$ cat config.mk
export PLATFORM = sky130hd
export DESIGN_NAME = request_queue
export DESIGN_NICKNAME = d
export VERILOG_FILES = /design/src/rtl/global_defs.sv /design/src/rtl/request_queue.sv
export SDC_FILE = /design/constraint.sdc
export NUM_CORES = 1
export LEC_CHECK = 0
export BUFFER_PORTS_ARGS = -buffer_cell sky130_fd_sc_hd__buf_4
export CORE_MARGIN = 5
export CORE_UTILIZATION = 30
export CTS_CLUSTER_DIAMETER = 60
export DETAILED_ROUTE_END_ITERATION = 12
export HOLD_SLACK_MARGIN = 0.03
export PLACE_DENSITY = 0.54
export SYNTH_ARGS = -nofsm -noshare
export SYNTH_HDL_FRONTEND = slang
export SYNTH_SLANG_ARGS = --single-unit
$ cat constraint.sdc
create_clock -name clk -period 8.5 [get_ports clk]
set_input_delay 0.425 -clock clk [delete_from_list [all_inputs] [get_ports clk]]
set_output_delay 0.425 -clock clk [all_outputs]
set_load 0.02 [all_outputs]
$ cat src/rtl/global_defs.sv
// Shared types for the trace-driven DRAM front end.
// Parser opcodes, address width and request-queue types.
package global_defs;

  localparam int ADDRESS_WIDTH = 34;

  typedef enum logic [1:0] {
    NOP   = 2'd0,
    READ  = 2'd1,
    WRITE = 2'd2
  } parsed_op_t;

  typedef enum logic [1:0] {
    Q_EMPTY  = 2'd0,
    Q_ACTIVE = 2'd1,
    Q_FULL   = 2'd2
  } queue_state_t;

  typedef struct packed {
    parsed_op_t               opcode;
    logic [ADDRESS_WIDTH-1:0] address;
  } queue_entry_t;

endpackage

$ cat src/rtl/request_queue.sv
// In-order request queue between the trace parser and DRAM scheduler.
// Ports: clk, rst_n (sync, active low); op_ready_s/opcode/address from
// the parser (captured on strobe rising edge); req_* valid/ready head
// view; req_age head age; count/full/empty/overflow status; state debug.
// Build option: define REQUEST_QUEUE_AGE_EN for per-entry age counters.
module request_queue
  import global_defs::*;
#(
  parameter int DEPTH     = 16,
  parameter int AGE_WIDTH = 8
) (
  input  logic                     clk,
  input  logic                     rst_n,
  input  logic                     op_ready_s,
  input  parsed_op_t               opcode,
  input  logic [ADDRESS_WIDTH-1:0] address,
  output logic                     req_valid,
  output parsed_op_t               req_opcode,
  output logic [ADDRESS_WIDTH-1:0] req_address,
  input  logic                     req_ready,
  output logic [AGE_WIDTH-1:0]     req_age,
  output logic [$clog2(DEPTH+1)-1:0] count,
  output logic                     full,
  output logic                     empty,
  output logic                     overflow,
  output queue_state_t             state
);

  localparam int PW = $clog2(DEPTH);
  localparam int CW = $clog2(DEPTH+1);

  queue_entry_t   mem [DEPTH];
  logic [PW-1:0]  head;
  logic [PW-1:0]  tail;
  logic [CW-1:0]  count_nxt;
  logic           strobe_q;
  logic           enq;
  logic           deq;
  logic           accept;
  logic           drop;
  queue_state_t   state_nxt;

  // Explicit wrap so non-power-of-two depths work.
  function automatic logic [PW-1:0] ptr_inc(input logic [PW-1:0] p);
    return (p == PW'(DEPTH-1)) ? '0 : p + 1'b1;
  endfunction

  assign enq    = op_ready_s & ~strobe_q & (opcode != NOP);
  assign deq    = req_valid & req_ready;
  // When full, a same-cycle dequeue frees the slot being written.
  assign accept = enq & (~full | deq);
  assign drop   = enq & full & ~deq;

  assign empty = (count == '0);
  assign full  = (count == CW'(DEPTH));

  assign req_valid   = ~empty;
  assign req_opcode  = empty ? NOP : mem[head].opcode;
  assign req_address = empty ? '0 : mem[head].address;

  always_comb begin
    count_nxt = count;
    unique case (1'b1)
      accept & ~deq: count_nxt = count + 1'b1;
      deq & ~accept: count_nxt = count - 1'b1;
      default:       count_nxt = count;
    endcase
  end

  always_ff @(posedge clk) begin
    if (!rst_n) begin
      head     <= '0;
      tail     <= '0;
      count    <= '0;
      strobe_q <= 1'b0;
      overflow <= 1'b0;
    end else begin
      strobe_q <= op_ready_s;
      count    <= count_nxt;
      if (accept) tail <= ptr_inc(tail);
      if (deq)    head <= ptr_inc(head);
      if (drop)   overflow <= 1'b1;
    end
  end

  // Storage is not cleared by reset.
  always_ff @(posedge clk) begin
    if (rst_n && accept) begin
      mem[tail].opcode  <= opcode;
      mem[tail].address <= address;
    end
  end

  always_ff @(posedge clk) begin
    if (!rst_n) state <= Q_EMPTY;
    else        state <= state_nxt;
  end

  always_comb begin
    state_nxt = state;
    unique case (state)
      Q_EMPTY: begin
        if (accept)
          state_nxt = (count_nxt == CW'(DEPTH)) ? Q_FULL : Q_ACTIVE;
      end
      Q_ACTIVE: begin
        if (count_nxt == '0)
          state_nxt = Q_EMPTY;
        else if (count_nxt == CW'(DEPTH))
          state_nxt = Q_FULL;
      end
      Q_FULL: begin
        if (count_nxt != CW'(DEPTH))
          state_nxt = Q_ACTIVE;
      end
      default: state_nxt = Q_EMPTY;
    endcase
  end

`ifdef REQUEST_QUEUE_AGE_EN
  logic [DEPTH-1:0]     vld;
  logic [AGE_WIDTH-1:0] age [DEPTH];

  // A write to a slot wins over the head clear on the same slot
  // (full with simultaneous enqueue and dequeue).
  always_ff @(posedge clk) begin
    if (!rst_n) begin
      vld <= '0;
      for (int i = 0; i < DEPTH; i++) age[i] <= '0;
    end else begin
      for (int i = 0; i < DEPTH; i++) begin
        if (accept && tail == PW'(i)) begin
          vld[i] <= 1'b1;
          age[i] <= '0;
        end else if (deq && head == PW'(i)) begin
          vld[i] <= 1'b0;
        end else if (vld[i] && age[i] != '1) begin
          age[i] <= age[i] + 1'b1;
        end
      end
    end
  end

  assign req_age = empty ? '0 : age[head];
`else
  assign req_age = '0;
`endif

endmodule
=== Yosys cells after proc, flatten, opt, wreduce, memory -nomap -nowiden ===
Memory sizes are Yosys's and may differ from the RTL's. A register that Yosys moved wholly into a read port is not among the register bits.
Index checks and enable logic that the tools add are counted.
W data, S select, Z words.

* Register bits: 17
* Memory bits (writable): 576
* Bits of input ports: 40
* Word-level logic and storage cells: 56
* Memories kept: 1

* $add $sub $neg: 4
* Eq/ne operators: 10
* Muxes and demuxes: 15
* Bitwise logic cells: 14
* Reductions and logical operators: 6

{| class="wikitable"
|+ Memories
! name !! words !! bits a word !! read ports !! clocked after Yosys merged registers in !! write ports !! line !! text
|-
| mem || 16 || 36 || 1 || 1 || 1 || request_queue.sv:32 || <nowiki>queue_entry_t mem [DEPTH];</nowiki>
|}

{| class="wikitable"
|+ Operators with widths
! operator !! number
|-
| $mux W34 || 1
|-
| $mux W4 || 4
|-
| $mux W2 || 6
|-
| $eq A5 B5 Y1 const B || 2
|-
| $logic_not A5 Y1 || 2
|-
| $pmux W5 S2 || 1
|-
| $add A4 B1 Y4 const B || 2
|-
| $and A1 B1 Y1 || 8
|-
| $eq A4 B4 Y1 const B || 2
|-
| $pmux W2 S3 || 1
|-
| $add A5 B1 Y5 const B || 1
|-
| $ne A5 B5 Y1 const B || 1
|-
| $not A1 Y1 || 5
|-
| $sub A5 B1 Y5 const B || 1
|-
| $ne A2 B2 Y1 const B || 2
|-
| $ne A3 B3 Y1 const B || 1
|-
| $reduce_and A3 Y1 || 1
|-
| $eq A2 B1 Y1 const B || 1
|-
| $eq A2 B2 Y1 const B || 1
|-
| $logic_not A2 Y1 || 1
|-
| $mux W1 || 2
|-
| $reduce_bool A2 Y1 || 1
|-
| $logic_and A1 B1 Y1 || 1
|-
| $or A1 B1 Y1 || 1
|}

=== Depth between registers and ports, before layout ===
Gate-level depths: netlist of run 1.

* Word-level depth: 12
* Depth in mapped cells: 11
* Depth with buffers taken out: 10

=== Least setup slack after synthesis of run 1 ===
OpenSTA, ideal clock, no wires.

* Kind: input port to flip-flop
* Start: in req_ready
* End: mem mem[0][0] (netlist bit) (enable)
* Arrival time: 4061 ps
* Slack: 3965 ps
* Cell stages on the path: 6
* Buffers on the path: 2
* Cell sequence: clkbuf_1 nor2b_1 a211oi_1 clkbuf_1 nand3_1 nor3_1

* Cells in the longest elaborated chain, start to end: 6

{| class="wikitable"
|+ Ends and longest elaborated chain
! what !! line !! text
|-
| start, declared || request_queue.sv:20 || <nowiki>input logic req_ready,</nowiki>
|-
| $and A1 B1 Y1 || request_queue.sv:49 || <nowiki>assign deq = req_valid & req_ready;</nowiki>
|-
| $or A1 B1 Y1 || request_queue.sv:51 || <nowiki>assign accept = enq & (~full | deq);</nowiki>
|-
| $and A1 B1 Y1 || request_queue.sv:51 ||
|-
| $logic_and A1 B1 Y1 || request_queue.sv:88 || <nowiki>if (rst_n && accept) begin</nowiki>
|-
| $mux W1 || request_queue.sv:88 ||
|-
| $mux W1 (implied by the code) || request_queue.sv:90 || <nowiki>mem[tail].address <= address;</nowiki>
|-
| end, declared || request_queue.sv:32 ||
|}

No other way between the ends.

==> impl_metrics.py, run 1 <==
metrics = {
    "floorplan": {
        "die_height_um": 287.9,
        "die_w_um": 287.9,
        "initial_utilization_pct": 30.39,
        "full_die_area_um2": 82860,
        "core_um2": 76200,
        "rows": 101,
        "count_of_boundary_i_o_pins": 95,
    },
    "timing": {
        "finalSetupTns_ns": 0,
        "report.final.setup_viol": 0,
        "hold_viol_final": 0,
        "max_slew_margin_pct": 27.77,
        "fmaxAchievable_mhz": 245.5,
        "fin_worst_skew_ns": 0.01985,
        "min_tclk_post_route_ns": 4.073,
        "min_period_over_period_pct": 47.92,
        "finalMaxSlewViolations": 0,
        "tightestPinTransition_ns": 1.083,
        "setup_repair_after_global_routing_missed_its_margin": "false",
    },
    "yosys": {
        "netlist-cell-type-count": 45,
        "synth_sequential_area_ratio_pct": 76.50,
        "post-synth-top-count-cell": "sky130_fd_sc_hd__edfxtp_1",
        "synth_enable_flop_cells": 576,
        "synth-warning-count": 0,
        "syn-mean-instance-area_um2": 23.11,
        "netlist_top_cells_count": "sky130_fd_sc_hd__edfxtp_1 (576), sky130_fd_sc_hd__mux4_2 (180), sky130_fd_sc_hd__and2_1 (41), sky130_fd_sc_hd__clkbuf_1 (24), sky130_fd_sc_hd__dfxtp_1 (21)",
        "yosys_register_bits": 597,
        "synth_largest_area_cell": "sky130_fd_sc_hd__edfxtp_1",
        "dominantRegCellSynth": "sky130_fd_sc_hd__edfxtp_1",
        "async_sr_flop_fraction_pct": 0,
        "netlist_instances": 1002,
        "synthTopCellsByArea": "sky130_fd_sc_hd__edfxtp_1 (75%), sky130_fd_sc_hd__mux4_2 (18%), sky130_fd_sc_hd__dfxtp_1 (1.8%)",
        "yosys.area.top_type_share_pct": 74.68,
        "syn_area_um2": 23160,
    },
    "critical_path": {
        "critPathBufInv": 2,
        "r2r_slack_ns": 5.32,
        "cp_cell_sequence": "buf_4, mux4_2, mux4_2, and2_1, buf_4",
        "crit_path_max_incr_delay_ns": 0.89,
        "timing.rr.start": "count[0]$_SDFF_PN0_",
        "setup.worst_path.end_class": "primary output",
        "cp_max_fo": 68,
        "criticalPathCategory": "flip-flop to primary output",
        "critical_path.startpoint_type": "flip-flop",
        "worst-r2r-cell-count": 6,
        "critPathTopFamily": "buffers and inverters",
        "worst_path_max_delay_cell": "sky130_fd_sc_hd__buf_4",
        "worstReg2RegEnd": "mem[3][6]$_DFFE_PP_",
        "worstPathRequired_ns": 8.08,
        "cp_data_arrival_time_ns": 3.65,
    },
    "cts": {
        "cts.sink_count": 597,
        "htree_num_levels": 3,
        "cts.repair_timing.setup_buffer_count": 0,
        "tritoncts.num_buffers": 66,
        "cts_hold_buf": 1,
        "cts_root_cell": "sky130_fd_sc_hd__clkbuf_16",
        "cts_resized": 0,
        "cts.clk_slew.worst_paths_ns": 0.06,
        "buffers_from_clock_root_to_sink_at_most": 3,
        "cts_tree": "built",
        "clkLatencyLatePin_ns": 0.59,
    },
    "placed_design": {
        "dp.final_hpwl_mm": 26.83,
        "buffers_added_on_ports": 86,
        "globalplace.congestion": 0.7171,
    },
    "min_path": {
        "timing.hold.worst_path_depth": 1,
        "worstHoldPathType": "input pin to flip-flop",
        "min_delay_worst_endpoint": "mem[7][13]$_DFFE_PP_",
        "holdCritStartpoint": "address[13]",
    },
    "drt": {
        "antenna_left": 0,
        "drt-vias-per-instance": 4.810,
        "dr_vias": 10620,
        "route.layer.met1.wl_mm": 22.94,
        "drt_first_pass_iters": 5,
        "drtIter0Drc": 865,
        "postRouteWirelength_mm": 53.64,
        "met2RoutedLength_mm": 27.52,
        "highest_layer": "met4",
        "wl_per_cell_um": 24.29,
        "met3RoutedLength_mm": 2.148,
        "drc": 0,
    },
    "grt": {
        "grt_first_pass_wirelength_mm": 78.79,
        "first_global_vias": 11330,
        "grt_antenna_before_repair": 3,
        "grt.total_usage_pct": 13.03,
        "grt_start_max_net_pins": 69,
        "gr-total-overflow": 0,
    },
    "job": {
        "cap_viol_max_count": 0,
    },
    "power": {
        "power.leakage_nw": 8.308,
        "vdd.ir_drop.worst_uv": 259.0,
        "power-per-cell-area_nw_per_um2": 288.4,
        "power_mw": 7.823,
    },
    "outcome": {
        "status": "finished, final reports clean",
    },
    "final_layout": {
        "nNetsFinal": 1180,
        "flow.area_growth_from_synthesis_pct": 17.13,
        "drive_above_1_share_pct": 34.15,
        "fill_cells": 6978,
    },
}
[flip-flops by register name (all words and copies together), names as in the netlist, named ones only]
| register | count |
|---|---|
| mem | 576 |
| count | 5 |
| head | 4 |
| tail | 4 |
| state | 2 |
| overflow | 1 |
| strobe_q | 1 |
[layout make-up]
cell class                      instances  area, um^2  share of cell area (%)
Inverter                                6       22.52                 0.08302
Multi-Input combinational cell        347        5231                   19.28
Clock buffer                           87        1783                   6.573
Antenna cell                            1       2.502                0.009225
Tap cell                             1030        1289                   4.751
Sequential cell                       597       17730                   65.36
Timing Repair Buffer                  113       850.8                   3.136
Clock inverter                         27       219.0                  0.8072
[power by group]
group / total [mW] / internal (mW) / switching [mW] / leakage, nW
registers: 3.34 / 3.26 / 0.0773 / 5.36
clock network: 2.65 / 1.56 / 1.09 / 0.971
logic: 1.83 / 0.859 / 0.970 / 1.98
[layer usage]
| metal | up-vias | global-route usage [%] |
|---|---|---|
| met4 | 0 | 3.160 |
| met2 | 214 | 22.19 |
| met1 | 5852 | 17.33 |
| met3 | 79 | 2.542 |
| met5 | - | 0 |
| li1 | 4476 | - |
[cells by family after synthesis]
logic type               Yosys count  synth area share, %
flip-flops                       597                76.50
multiplexers                     184                17.68
AND/OR/NAND/NOR                  110                2.620
buffers and inverters             65                1.518
AO/OA/AOI/OAI                     31               0.9670
adder cells (fa/ha/maj)            9               0.5186
XOR/XNOR                           5               0.1891
other                              1              0.01619
[layout by cell type (no fill, tap or decap), types with 2 or more instances in the layout]
| master | n |
|---|---|
| sky130_fd_sc_hd__a21o_1 | 4 |
| sky130_fd_sc_hd__nor3_2 | 4 |
| sky130_fd_sc_hd__clkinvlp_4 | 2 |
| sky130_fd_sc_hd__nor2b_1 | 10 |
| sky130_fd_sc_hd__a211oi_1 | 2 |
| sky130_fd_sc_hd__mux4_2 | 180 |
| sky130_fd_sc_hd__or2_2 | 2 |
| sky130_fd_sc_hd__buf_4 | 112 |
| sky130_fd_sc_hd__nor2_1 | 6 |
| sky130_fd_sc_hd__a31oi_1 | 3 |
| sky130_fd_sc_hd__inv_6 | 2 |
| sky130_fd_sc_hd__a21boi_0 | 2 |
| sky130_fd_sc_hd__conb_1 | 8 |
| sky130_fd_sc_hd__or3_1 | 2 |
| sky130_fd_sc_hd__xor2_1 | 3 |
| sky130_fd_sc_hd__nor2_4 | 12 |
| sky130_fd_sc_hd__bufinv_16 | 3 |
| sky130_fd_sc_hd__mux2i_1 | 4 |
| sky130_fd_sc_hd__inv_1 | 6 |
| sky130_fd_sc_hd__clkbuf_16 | 68 |
| sky130_fd_sc_hd__o21ai_0 | 2 |
| sky130_fd_sc_hd__clkbuf_1 | 18 |
| sky130_fd_sc_hd__xnor2_1 | 2 |
| sky130_fd_sc_hd__nand2b_1 | 4 |
| sky130_fd_sc_hd__nand2_1 | 10 |
| sky130_fd_sc_hd__clkinv_2 | 7 |
| sky130_fd_sc_hd__nor3_1 | 3 |
| sky130_fd_sc_hd__nand3_1 | 11 |
| sky130_fd_sc_hd__dfxtp_1 | 17 |
| sky130_fd_sc_hd__dfxtp_4 | 3 |
| sky130_fd_sc_hd__edfxtp_1 | 576 |
| sky130_fd_sc_hd__a21oi_1 | 7 |
| sky130_fd_sc_hd__and2_1 | 41 |
| sky130_fd_sc_hd__ha_1 | 8 |
| sky130_fd_sc_hd__clkinv_1 | 12 |
[through the flow]
stage                     instances  util (%)  worst slack (ns)  hold slack, ns  cell area (um^2)
after global placement         2092     32.96             4.919          0.4902             25110
after detailed placement       2092     32.96             4.905          0.4921             25110
after floorplan                1009         -             3.965          0.4804             23190
after global routing           2208     35.60             4.154          0.1125             27130
final                          2208     35.60             4.427          0.1286             27130
after CTS                      2207     35.60             4.258         0.09292             27120
[worst max path at each step]
stage,endpoint,slack [ns],cells past startpoint
6_report,req_opcode[1],4.43,5
5_1_grt,req_address[19],4.15,5
4_1_cts,req_address[19],4.26,5
3_5_place_dp,req_address[19],4.90,5
3_3_place_gp,req_address[14],4.92,5
2_1_floorplan,mem[0][0]$_DFFE_PP_,3.97,6
(Power assumes the default switching activity.)
==> run 2, diff against run 1 <==
Settings changed: ABC_AREA from default to 1.
Clock period 8.5 ns to 3.9 ns, I/O delays scaled along.
==> run 2 against run 1 <==
Utilization grew 0.51 points. Clock power grew 130%. Flip-flop and latch count unchanged. Largest cell class unchanged. First-iteration DRC count increased by 29%.
==> impl_metrics.py, run 2 <==
metrics = {
    "critical_path": {
        "setup.worst_path.end_class": "primary output",
        "worst_path_max_delay_cell": "sky130_fd_sc_hd__buf_4",
        "critical_path.startpoint_type": "flip-flop",
        "crit_path_max_incr_delay_ns": 0.46,
        "criticalPathCategory": "flip-flop to primary output",
        "timing.critical_path.mode_cell": "sky130_fd_sc_hd__buf_4",
        "worstPathRequired_ns": 3.70,
        "cp_max_fo": 114,
        "cp_cell_sequence": "buf_12, buf_4, o21ai_0, o221ai_1, nand3_1, a21oi_1, buf_4",
        "cp_data_arrival_time_ns": 3.00,
    },
    "yosys": {
        "netlist_instances": 1756,
        "synthTopCellsByArea": "sky130_fd_sc_hd__edfxtp_1 (73%), sky130_fd_sc_hd__o21ai_0 (6.1%), sky130_fd_sc_hd__nor2_1 (5.8%)",
        "post-synth-top-count-cell": "sky130_fd_sc_hd__edfxtp_1",
        "netlist_top_cells_count": "sky130_fd_sc_hd__edfxtp_1 (576), sky130_fd_sc_hd__nor2_1 (361), sky130_fd_sc_hd__o21ai_0 (285), sky130_fd_sc_hd__o221ai_1 (104), sky130_fd_sc_hd__clkbuf_1 (74)",
        "synth_enable_flop_cells": 576,
        "synth_sequential_area_ratio_pct": 75.22,
        "netlist-cell-type-count": 38,
        "syn_area_um2": 23550,
        "syn-mean-instance-area_um2": 13.41,
        "yosys_register_bits": 597,
        "synth-warning-count": 0,
        "dominantRegCellSynth": "sky130_fd_sc_hd__edfxtp_1",
        "async_sr_flop_fraction_pct": 0,
        "synth_largest_area_cell": "sky130_fd_sc_hd__edfxtp_1",
        "yosys.area.top_type_share_pct": 73.43,
    },
    "drt": {
        "drc": 0,
        "antenna_left": 0,
        "wl_per_cell_um": 20.91,
        "dr_vias": 14890,
        "drt-vias-per-instance": 5.021,
        "drt_first_pass_iters": 7,
        "drtIter0Drc": 1114,
        "postRouteWirelength_mm": 61.98,
    },
    "final_layout": {
        "layout.core_utilization_pct": 36.11,
        "num_antenna_cells": 0,
        "layout_top_registers": "mem: 576 flops, count: 5 flops",
        "largest_register": "mem",
        "nNetsFinal": 1923,
        "layout_common_cells": "sky130_fd_sc_hd__edfxtp_1 (576), sky130_fd_sc_hd__nor2_1 (345), sky130_fd_sc_hd__o21ai_0 (285)",
        "flow.area_growth_from_synthesis_pct": 19.14,
        "fill_cells": 7420,
        "largest_reg_flops": 576,
        "mostFrequentLayoutCell": "sky130_fd_sc_hd__edfxtp_1",
        "drive_above_1_share_pct": 13.56,
    },
    "min_path": {
        "worstHoldPathType": "input pin to flip-flop",
    },
    "timing": {
        "report.final.setup_viol": 0,
        "min_period_over_period_pct": 81.94,
        "worst_hold_slack_ns": 0.4510,
        "fmaxAchievable_mhz": 312.9,
        "tightestPinTransition_ns": 0.8902,
        "finalMaxSlewViolations": 0,
        "setup_repair_after_global_routing_missed_its_margin": "false",
        "min_tclk_post_route_ns": 3.196,
        "max_slew_margin_pct": 40.56,
        "hold_viol_final": 0,
        "finalSetupTns_ns": 0,
        "fin_worst_skew_ns": 0.01661,
    },
    "floorplan": {
        "rows": 102,
        "core_um2": 77720,
        "full_die_area_um2": 84220,
        "die_w_um": 290.2,
        "initial_utilization_pct": 30.31,
        "die_height_um": 290.2,
        "count_of_boundary_i_o_pins": 95,
    },
    "cts": {
        "buffers_from_clock_root_to_sink_at_most": 3,
        "htree_num_levels": 3,
        "cts.sink_count": 597,
        "cts_root_cell": "sky130_fd_sc_hd__clkbuf_16",
        "cts.clk_slew.worst_paths_ns": 0.06,
        "cts_resized": 0,
        "clkLatencyLatePin_ns": 0.60,
        "tritoncts.num_buffers": 68,
        "cts_tree": "built",
    },
    "placed_design": {
        "buffers_added_on_ports": 86,
        "globalplace.congestion": 0.7396,
        "dp.final_hpwl_mm": 34.29,
    },
    "power": {
        "power_mw": 19.45,
        "power-per-cell-area_nw_per_um2": 693.2,
        "vdd.ir_drop.worst_uv": 361.4,
        "power.leakage_nw": 9.122,
    },
    "grt": {
        "grt_start_max_net_pins": 145,
        "grt.total_usage_pct": 14.25,
        "gr-total-overflow": 0,
        "grt_first_pass_wirelength_mm": 93.40,
        "first_global_vias": 14990,
        "grt_antenna_before_repair": 0,
    },
    "job": {
        "cap_viol_max_count": 0,
    },
    "outcome": {
        "status": "finished, final reports clean",
    },
}
-- run 2: changes by cell type after synthesis, moves of 39 or more --
| cell | change |
|---|---|
| sky130_fd_sc_hd__and2_1 | -41 |
| sky130_fd_sc_hd__o21ai_0 | +283 |
| sky130_fd_sc_hd__o221ai_1 | +104 |
| sky130_fd_sc_hd__a21oi_1 | +39 |
| sky130_fd_sc_hd__mux4_2 | -180 |
| sky130_fd_sc_hd__clkbuf_1 | +50 |
| sky130_fd_sc_hd__nand3_1 | +57 |
| sky130_fd_sc_hd__o22ai_1 | +40 |
| sky130_fd_sc_hd__nor2_1 | +343 |
-- run 2: timing repair --
action | 4_1_cts | 5_1_grt
hold endpoints to repair | 590 | 0
hold buffers | 40 | 0
buffers inserted | 0 | 0
-- run 2: power by group --
| part | switching, mW | internal, mW | total, mW |
|---|---|---|---|
| Clock | 2.52 | 3.55 | 6.07 |
| Sequential | 0.0853 | 7.12 | 7.21 |
| Combinational | 4.29 | 1.89 | 6.17 |
| Total | 6.89 | 12.6 | 19.5 |
-- run 2: worst paths after layout --
path	from	endpoint	slack (ns)	depth (start not counted)
worst max-delay path	flip-flop	req_address[9]	0.70	7
worst min-delay path	address[14]	mem[15][14]$_DFFE_PP_	0.45	2
worst max register to register	count[0]$_SDFF_PN0_	mem[4][18]$_DFFE_PP_	0.98	9
worst min register to register	head[2]$_SDFFE_PN0N_	flip-flop	0.49	2
-- run 2: logic make-up (layout without fill, tap and decap cells) --
kind of cell               Yosys count  count (layout)  synth area share (%)
AOI/OAI and AO/OA                  507             507                 12.72
DFF                                597             597                 75.22
buffers and inverters              159             321                 3.001
and+or+nand+nor                    479             479                 8.382
adders and majority gates            9               9                0.5100
other                                1               8               0.01592
xor gates and xnor gates             4               4                0.1487
-- run 2: per-stage QoR --
step | cell area, um^2 | setup WS [ns] | instances
after CTS | 28060 | 0.6162 | 2965
after global routing | 28060 | 0.4788 | 2965
after global placement | 25540 | 0.9916 | 2804
after detailed placement | 25540 | 0.9394 | 2804
final | 28060 | 0.7042 | 2965
after floorplan | 23580 | 0.4167 | 1763
-- run 2: metal layers --
metal	GRT usage (%)	vias to the layer above	part of all wire (%)
li1	-	6834	-
met1	18.96	7540	44
met2	24.06	413	49
met3	2.759	101	5.4
met4	3.776	0	2.3
met5	0	-	0
-- run 2: critical path: cells and delay by family (launching register included) --
| family | cells | cell delay (ns) |
|---|---|---|
| AO/OA/AOI/OAI | 3 | 0.71 |
| buffers and inverters | 3 | 1.05 |
| flip-flops | 1 | 0.37 |
| AND/OR/NAND/NOR | 1 | 0.20 |
-- run 2: cell type report --
| class | instances | area [um^2] | share of cell area (%) |
|---|---|---|---|
| Inverter | 30 | 118.9 | 0.4236 |
| Multi-Input combinational cell | 1007 | 5276 | 18.80 |
| Timing Repair Buffer | 170 | 1514 | 5.395 |
| Clock inverter | 32 | 280.3 | 0.9987 |
| Tap cell | 1040 | 1301 | 4.637 |
| Clock buffer | 89 | 1844 | 6.572 |
| Sequential cell | 597 | 17730 | 63.17 |
